### src/rtl/ee_prog_sched_if.sv
// Purpose : request/grant, engine and status bundle of the ee_prog_module scheduler.
// Latency : wiring only; no state lives here.
// Backpr. : requesters hold *_vld until the matching one-cycle *_ack.
// Ports   : req0_* = SPI page/byte-write commit, req1_* = trim/config rewrite,
//           cfg_* = per-operation options, ee_* = HV engine side, busy/done*/err = status.
//           slave = scheduler view, master = requester/engine view.
interface ee_prog_sched_if #(
    parameter int ROW_W = 6
);
    logic             req0_vld;
    logic [ROW_W-1:0] req0_row;
    logic [3:0]       req0_nrow;
    logic             req1_vld;
    logic [ROW_W-1:0] req1_row;
    logic [3:0]       req1_nrow;
    logic             req0_ack;
    logic             req1_ack;
    logic [1:0]       cfg_pump_opt;
    logic [1:0]       cfg_ramp_opt;
    logic             abort;
    logic             ee_wdone;
    logic             ee_wbusy_s;
    logic [ROW_W-1:0] ee_row;
    logic [1:0]       ee_pump_opt;
    logic [1:0]       ee_ramp_opt;
    logic             busy;
    logic             done0;
    logic             done1;
    logic             err;

    modport slave (
        input  req0_vld, req0_row, req0_nrow,
        input  req1_vld, req1_row, req1_nrow,
        input  cfg_pump_opt, cfg_ramp_opt, abort, ee_wdone,
        output req0_ack, req1_ack,
        output ee_wbusy_s, ee_row, ee_pump_opt, ee_ramp_opt,
        output busy, done0, done1, err
    );

    modport master (
        output req0_vld, req0_row, req0_nrow,
        output req1_vld, req1_row, req1_nrow,
        output cfg_pump_opt, cfg_ramp_opt, abort, ee_wdone,
        input  req0_ack, req1_ack,
        input  ee_wbusy_s, ee_row, ee_pump_opt, ee_ramp_opt,
        input  busy, done0, done1, err
    );
endinterface

### src/rtl/ee_prog_sched.sv
// Purpose : arbitrates SPI-write (req0) and trim-rewrite (req1) onto the single HV program engine, row by row.
// Latency : grant -> ee_wbusy_s rise SETUP_CYC+1; ee_wdone -> next row rise RECOV_CYC+SETUP_CYC+2; last ee_wdone -> done RECOV_CYC+2.
// Backpr. : requests are only looked at in IDLE; a requester holds vld until its ack, the loser simply waits.
// Ports   : timer_clk, sys_rst (synchronous, active high), bus = ee_prog_sched_if.slave
//           (request/ack pairs, cfg options, abort, engine handshake ee_wbusy_s/ee_wdone, status busy/done0/done1/err).
module ee_prog_sched #(
    parameter int ROW_W     = 6,
    parameter int SETUP_CYC = 4,
    parameter int RECOV_CYC = 8,
    parameter int TOUT_CYC  = 4095
) (
    input  logic           timer_clk,
    input  logic           sys_rst,
    ee_prog_sched_if.slave bus
);
    localparam logic [2:0] S_IDLE   = 3'd0;
    localparam logic [2:0] S_SETUP  = 3'd1;
    localparam logic [2:0] S_PROG   = 3'd2;
    localparam logic [2:0] S_RECOV  = 3'd3;
    localparam logic [2:0] S_NEXT   = 3'd4;
    localparam logic [2:0] S_FINISH = 3'd5;

    localparam logic [11:0] SETUP_LAST = 12'(SETUP_CYC - 1);
    localparam logic [11:0] RECOV_LAST = 12'(RECOV_CYC - 1);
    localparam logic [11:0] TOUT_LAST  = 12'(TOUT_CYC - 1);

    logic [2:0]       state;
    logic [11:0]      cnt;
    logic [3:0]       rows_left;
    logic [ROW_W-1:0] row_q;
    logic [1:0]       pump_q;
    logic [1:0]       ramp_q;
    logic             owner;
    logic             last_grant;
    logic             err_lat;
    logic             gnt0;
    logic             gnt1;

    // Round-robin: on a tie the requester not served last wins. last_grant
    // resets to 1 so req0 takes the first tie.
    assign gnt0 = (state == S_IDLE) && !sys_rst && bus.req0_vld &&
                  (!bus.req1_vld || last_grant);
    assign gnt1 = (state == S_IDLE) && !sys_rst && bus.req1_vld &&
                  (!bus.req0_vld || !last_grant);

    always_ff @(posedge timer_clk) begin
        if (sys_rst) begin
            state      <= S_IDLE;
            cnt        <= '0;
            rows_left  <= '0;
            row_q      <= '0;
            pump_q     <= '0;
            ramp_q     <= '0;
            owner      <= 1'b0;
            last_grant <= 1'b1;
            err_lat    <= 1'b0;
        end else begin
            case (state)
                S_IDLE: begin
                    if (gnt0 || gnt1) begin
                        row_q      <= gnt1 ? bus.req1_row : bus.req0_row;
                        rows_left  <= gnt1 ? bus.req1_nrow : bus.req0_nrow;
                        pump_q     <= bus.cfg_pump_opt;
                        ramp_q     <= bus.cfg_ramp_opt;
                        owner      <= gnt1;
                        last_grant <= gnt1;
                        cnt        <= '0;
                        state      <= S_SETUP;
                    end
                end
                S_SETUP: begin
                    if (bus.abort) begin
                        err_lat <= 1'b1;
                        state   <= S_FINISH;
                    end else if (cnt == SETUP_LAST) begin
                        cnt   <= '0;
                        state <= S_PROG;
                    end else begin
                        cnt <= cnt + 12'd1;
                    end
                end
                S_PROG: begin
                    // ee_wdone is checked before the timeout so a completion
                    // landing on the last allowed cycle is not an error.
                    if (bus.abort) begin
                        err_lat <= 1'b1;
                        state   <= S_FINISH;
                    end else if (bus.ee_wdone) begin
                        cnt   <= '0;
                        state <= S_RECOV;
                    end else if (cnt == TOUT_LAST) begin
                        err_lat <= 1'b1;
                        state   <= S_FINISH;
                    end else begin
                        cnt <= cnt + 12'd1;
                    end
                end
                S_RECOV: begin
                    // Low gap long enough for the engine's 2-flop sync to see
                    // ee_wbusy_s fall before the next rise.
                    if (bus.abort) begin
                        err_lat <= 1'b1;
                        state   <= S_FINISH;
                    end else if (cnt == RECOV_LAST) begin
                        cnt   <= '0;
                        state <= S_NEXT;
                    end else begin
                        cnt <= cnt + 12'd1;
                    end
                end
                S_NEXT: begin
                    if (rows_left == 4'd0) begin
                        state <= S_FINISH;
                    end else begin
                        rows_left <= rows_left - 4'd1;
                        row_q     <= row_q + 1'b1;
                        cnt       <= '0;
                        state     <= S_SETUP;
                    end
                end
                S_FINISH: begin
                    err_lat <= 1'b0;
                    state   <= S_IDLE;
                end
                default: state <= S_IDLE;
            endcase
        end
    end

    assign bus.req0_ack    = gnt0;
    assign bus.req1_ack    = gnt1;
    assign bus.ee_wbusy_s  = (state == S_PROG);
    assign bus.ee_row      = row_q;
    assign bus.ee_pump_opt = pump_q;
    assign bus.ee_ramp_opt = ramp_q;
    assign bus.busy        = (state != S_IDLE);
    assign bus.done0       = (state == S_FINISH) && !owner;
    assign bus.done1       = (state == S_FINISH) && owner;
    assign bus.err         = (state == S_FINISH) && err_lat;
endmodule

### src/flat_wrapper.sv
// flat-port wrapper written by rule: the top's interface ports become plain ports
module ee_prog_sched_flat 
#(
    parameter int ROW_W     = 6,
    parameter int SETUP_CYC = 4,
    parameter int RECOV_CYC = 8,
    parameter int TOUT_CYC  = 4095
)
  (timer_clk, sys_rst, bus_req0_vld, bus_req0_row, bus_req0_nrow, bus_req1_vld, bus_req1_row, bus_req1_nrow, bus_cfg_pump_opt, bus_cfg_ramp_opt, bus_abort, bus_ee_wdone, bus_req0_ack, bus_req1_ack, bus_ee_wbusy_s, bus_ee_row, bus_ee_pump_opt, bus_ee_ramp_opt, bus_busy, bus_done0, bus_done1, bus_err);
  ee_prog_sched_if #(.ROW_W(ROW_W)) bus_i ();
  input  logic timer_clk;
  input  logic sys_rst;
  input wire logic [$bits(bus_i.req0_vld)-1:0] bus_req0_vld;
  input wire logic [$bits(bus_i.req0_row)-1:0] bus_req0_row;
  input wire logic [$bits(bus_i.req0_nrow)-1:0] bus_req0_nrow;
  input wire logic [$bits(bus_i.req1_vld)-1:0] bus_req1_vld;
  input wire logic [$bits(bus_i.req1_row)-1:0] bus_req1_row;
  input wire logic [$bits(bus_i.req1_nrow)-1:0] bus_req1_nrow;
  input wire logic [$bits(bus_i.cfg_pump_opt)-1:0] bus_cfg_pump_opt;
  input wire logic [$bits(bus_i.cfg_ramp_opt)-1:0] bus_cfg_ramp_opt;
  input wire logic [$bits(bus_i.abort)-1:0] bus_abort;
  input wire logic [$bits(bus_i.ee_wdone)-1:0] bus_ee_wdone;
  output wire logic [$bits(bus_i.req0_ack)-1:0] bus_req0_ack;
  output wire logic [$bits(bus_i.req1_ack)-1:0] bus_req1_ack;
  output wire logic [$bits(bus_i.ee_wbusy_s)-1:0] bus_ee_wbusy_s;
  output wire logic [$bits(bus_i.ee_row)-1:0] bus_ee_row;
  output wire logic [$bits(bus_i.ee_pump_opt)-1:0] bus_ee_pump_opt;
  output wire logic [$bits(bus_i.ee_ramp_opt)-1:0] bus_ee_ramp_opt;
  output wire logic [$bits(bus_i.busy)-1:0] bus_busy;
  output wire logic [$bits(bus_i.done0)-1:0] bus_done0;
  output wire logic [$bits(bus_i.done1)-1:0] bus_done1;
  output wire logic [$bits(bus_i.err)-1:0] bus_err;
  assign bus_i.req0_vld = bus_req0_vld;
  assign bus_i.req0_row = bus_req0_row;
  assign bus_i.req0_nrow = bus_req0_nrow;
  assign bus_i.req1_vld = bus_req1_vld;
  assign bus_i.req1_row = bus_req1_row;
  assign bus_i.req1_nrow = bus_req1_nrow;
  assign bus_i.cfg_pump_opt = bus_cfg_pump_opt;
  assign bus_i.cfg_ramp_opt = bus_cfg_ramp_opt;
  assign bus_i.abort = bus_abort;
  assign bus_i.ee_wdone = bus_ee_wdone;
  assign bus_req0_ack = bus_i.req0_ack;
  assign bus_req1_ack = bus_i.req1_ack;
  assign bus_ee_wbusy_s = bus_i.ee_wbusy_s;
  assign bus_ee_row = bus_i.ee_row;
  assign bus_ee_pump_opt = bus_i.ee_pump_opt;
  assign bus_ee_ramp_opt = bus_i.ee_ramp_opt;
  assign bus_busy = bus_i.busy;
  assign bus_done0 = bus_i.done0;
  assign bus_done1 = bus_i.done1;
  assign bus_err = bus_i.err;
  ee_prog_sched #(.ROW_W(ROW_W), .SETUP_CYC(SETUP_CYC), .RECOV_CYC(RECOV_CYC), .TOUT_CYC(TOUT_CYC)) u_core (.timer_clk(timer_clk), .sys_rst(sys_rst), .bus(bus_i));
endmodule
### config.mk
export PLATFORM = sky130hd
export DESIGN_NAME = ee_prog_sched_flat
export DESIGN_NICKNAME = d
export VERILOG_FILES = /design/src/rtl/ee_prog_sched_if.sv /design/src/rtl/ee_prog_sched.sv /design/src/flat_wrapper.sv
export SDC_FILE = /design/constraint.sdc
export NUM_CORES = 1
export LEC_CHECK = 0
export CELL_PAD_IN_SITES_DETAIL_PLACEMENT = 1
export CELL_PAD_IN_SITES_GLOBAL_PLACEMENT = 1
export CORE_ASPECT_RATIO = 0.75
export CORE_MARGIN = 10
export CORE_UTILIZATION = 37
export CTS_CLUSTER_SIZE = 14
export DETAILED_ROUTE_END_ITERATION = 16
export GPL_ROUTABILITY_DRIVEN = 0
export PLACE_DENSITY = 0.79
export SYNTH_ARGS = -nofsm -noshare
export SYNTH_HDL_FRONTEND = slang
export SYNTH_SLANG_ARGS = --single-unit
### constraint.sdc
create_clock -name timer_clk -period 2.5 [get_ports timer_clk]
set_input_delay 0.25 -clock timer_clk [delete_from_list [all_inputs] [get_ports timer_clk]]
set_output_delay 0.25 -clock timer_clk [all_outputs]
set_load 0.005 [all_outputs]
==> flow_summary.json <==
{
  "drc_errors": 0,
  "grtUsageMet3_pct": 4.427,
  "ys_seq_area_share_pct": 31.18,
  "drive_above_1_share_pct": 11.26,
  "via_per_inst": 5.814,
  "clk_pin_slew_worst_paths_ns": 0.07,
  "cts_buffer_depth": 2,
  "rsz0062_at_grt": "no",
  "ir_worst_vdd_mv": 0.2499,
  "dpl_cell_area_mm2": 0.002620,
  "clockPowerShare_pct": 29.6,
  "use_met2_pct": 21.97,
  "area_delta_synth_final_pct": 32.03,
  "cp_data_required_time_ns": 2.25,
  "hpwl_um": 5085,
  "setup_viol": 0,
  "mappedNetlistArea_mm2": 0.002054,
  "ys_ff_latch": 32,
  "power.internal_uw": 986.0,
  "root_buffer": "clkbuf_8",
  "dieArea_mm2": 0.008964,
  "hp-class": "flip-flop to flip-flop",
  "first_pass_iters": 4,
  "combinationalPowerShare_pct": 29.5,
  "syn-num-nets": 283,
  "overflow": 0,
  "synthCells": 248,
  "die_y_um": 84.53,
  "fp-row-count": 23,
  "p_sw_uw": 473.7,
  "cts_hold_buf": 0,
  "fmax_mhz": 431.7,
  "die_x_um": 106.0,
  "power.density_mw_per_mm2": 538.1,
  "cts_max_level": 2,
  "numPortBuffers": 46,
  "vias": 2192,
  "grt_pass1_wl_um": 11290,
  "drt_wl_total_um": 6848,
  "p_seq_share_pct": 40.9,
  "tightestPinTransition_ns": 0.5430,
  "crit_type": "flip-flop to output port",
  "slew_viol_final": 0,
  "fin_crit_sh_pct": 92.65,
  "avgRoutedWirePerCell_um": 18.16,
  "fin_worst_skew_ns": 0.004634,
  "initial_core_util_pct": 38.38,
  "ys_warn_count": 0,
  "min_period_ns": 2.316,
  "swShare_pct": 32.45,
  "tritoncts": "built",
  "finish.utilization_pct": 50.68,
  "hold_viol_final": 0,
  "layout.nets": 336,
  "final_area_mm2": 0.002713,
  "cp-start-kind": "flip-flop",
  "slew_headroom_pct": 63.75,
  "avgSynthCellArea_um2": 8.284,
  "ys_async_sr_fraction_pct": 0,
  "synth_edf_count": 0,
  "clk_latency_ns": 0.30,
  "grt_use_total_pct": 15.27,
  "status": "complete, no violations",
  "cts_sinks": 32,
  "synthFlopType": "dfxtp_1",
  "ios": 47,
  "crit_fanout": 11,
  "final_antenna_net_count": 0,
  "leakage_uw": 0.001018,
  "cp-end-kind": "output port",
  "core-area_mm2": 0.005353,
  "grt_pass1_vias": 2245,
  "grt_busiest_layer": "met2",
  "synth_cell_type_count": 59,
  "crit_arrival_ns": 2.07,
  "insertedDiodeCount": 0,
  "antenna_found_initial": 0,
  "setup_tns_ns": 0,
  "grt_max_degree": 29,
  "grtUsageMet1_pct": 20.68,
  "drtIter0Drc": 139,
  "cap_viol_max_count": 0,
  "cts_buffers": 5
}
## path summary, 6_finish.rpt
check,start,end,slack [ns],cells after the start
worst min register to register,u_core.bus.ee_ramp_opt[1],u_core.bus.ee_ramp_opt[1],0.50,2
worst max register to register,u_core.rows_left[0],u_core.cnt[0],0.36,8
worst min-delay path,u_core.bus.ee_ramp_opt[1],u_core.bus.ee_ramp_opt[1],0.50,2
worst max-delay path,u_core.state[1],bus_req0_ack,0.18,5
## state kept, by name, summed over array words and instances (netlist names)
register                cells
u_core.rows_left            4
u_core.cnt                 12
u_core.state                3
u_core.err_lat              1
u_core.owner                1
u_core.last_grant           1
u_core.bus.ee_pump_opt      2
u_core.bus.ee_row           6
u_core.bus.ee_ramp_opt      2
## layout make-up
cell class,count,area (µm²)
sequential,32,640.6
tap,75,93.84
fill,663,2640
clock buffer,8,90.09
inverter,11,41.29
timing repair buffer,60,565.5
multi-input combinational,191,1281
## worst max-delay path: stages, from the launching register on
cell	delay (ns)
dfxtp_1	0.48
nor3_4	0.25
buf_4	0.20
nand2_1	0.16
nor2_1	0.15
clkdlybuf4s50_1	0.53
## cell usage after synthesis (4+ instances only)
library cell	n	area, µm²
dfxtp_1	32	640.6
nor2_1	27	101.4
a21oi_1	18	90.09
nand2_1	15	56.30
o21ai_0	14	70.07
a32o_1	11	110.1
inv_1	11	41.29
nor3_1	9	45.04
nand3_1	7	35.03
nor3b_1	7	52.55
and3_1	6	37.54
mux2i_1	6	60.06
buf_6	5	56.30
ha_1	5	62.56
a32oi_1	4	35.03
clkbuf_1	4	15.01
nand4_1	4	25.02
nor4_1	4	25.02
## layer usage
metal / part of all wire [%] / up-vias
met2: 41 / 64
met1: 50 / 1073
met3: 7.4 / 9
li1: - / 1046
met5: 0 / -
met4: 1.6 / 0
## stage by stage
| step | std cells | total power (µW) | hold WS [ns] | setup WS, ns |
|---|---|---|---|---|
| global route | 377 | 1543 | 0.5400 | 0.02430 |
| floorplan | 248 | 839.9 | 0.3972 | 0.5952 |
| CTS | 377 | 1469 | 0.5061 | 0.1509 |
| global placement | 369 | 1022 | 0.4788 | 0.07510 |
| finish | 377 | 1460 | 0.5050 | 0.1838 |
| detailed placement | 369 | 1032 | 0.4935 | 0.05193 |
## power groups by stage
stage               Combinational, µW  Sequential, µW  Clock (µW)
finish                            430             597         433
global route                      479             604         460
global placement                  416             605           0
detailed placement                425             607           0
CTS                               430             596         442
floorplan                         252             588           0
## repair_timing
item | 4_1_cts | 5_1_grt
buffers inserted | 0 | 0
resized for setup | 0 | 1
endpoints found under the setup margin | 0 | 1
## logic make-up (layout without fill, tap and decap cells)
| kind of cell | count (synthesis) | in the layout | share of synthesized area, % |
|---|---|---|---|
| XOR/XNOR | 1 | 1 | 0.4264 |
| AND/OR/NAND/NOR | 102 | 102 | 27.95 |
| adder cells (fa/ha/maj) | 5 | 5 | 3.045 |
| flip-flops | 32 | 32 | 31.18 |
| buffers and inverters | 25 | 79 | 6.577 |
| AO/OA/AOI/OAI | 74 | 74 | 26.25 |
| multiplexers | 9 | 9 | 4.568 |
## placed cells by master, fill, tap and decap left out, types with 4 or more instances in the layout
master and instances:
clkdlybuf4s50_1 46, dfxtp_1 32, nor2_1 26, a21oi_1 18
nand2_1 15, o21ai_0 14, buf_4 14, inv_1 11
a32o_1 11, nor3_1 9, nor3b_1 7, nand3_1 7
and3_1 6, mux2i_1 6, clkbuf_8 6, ha_1 5
a32oi_1 4, nand4_1 4, nor4_1 4
(Power assumes the default switching activity.)
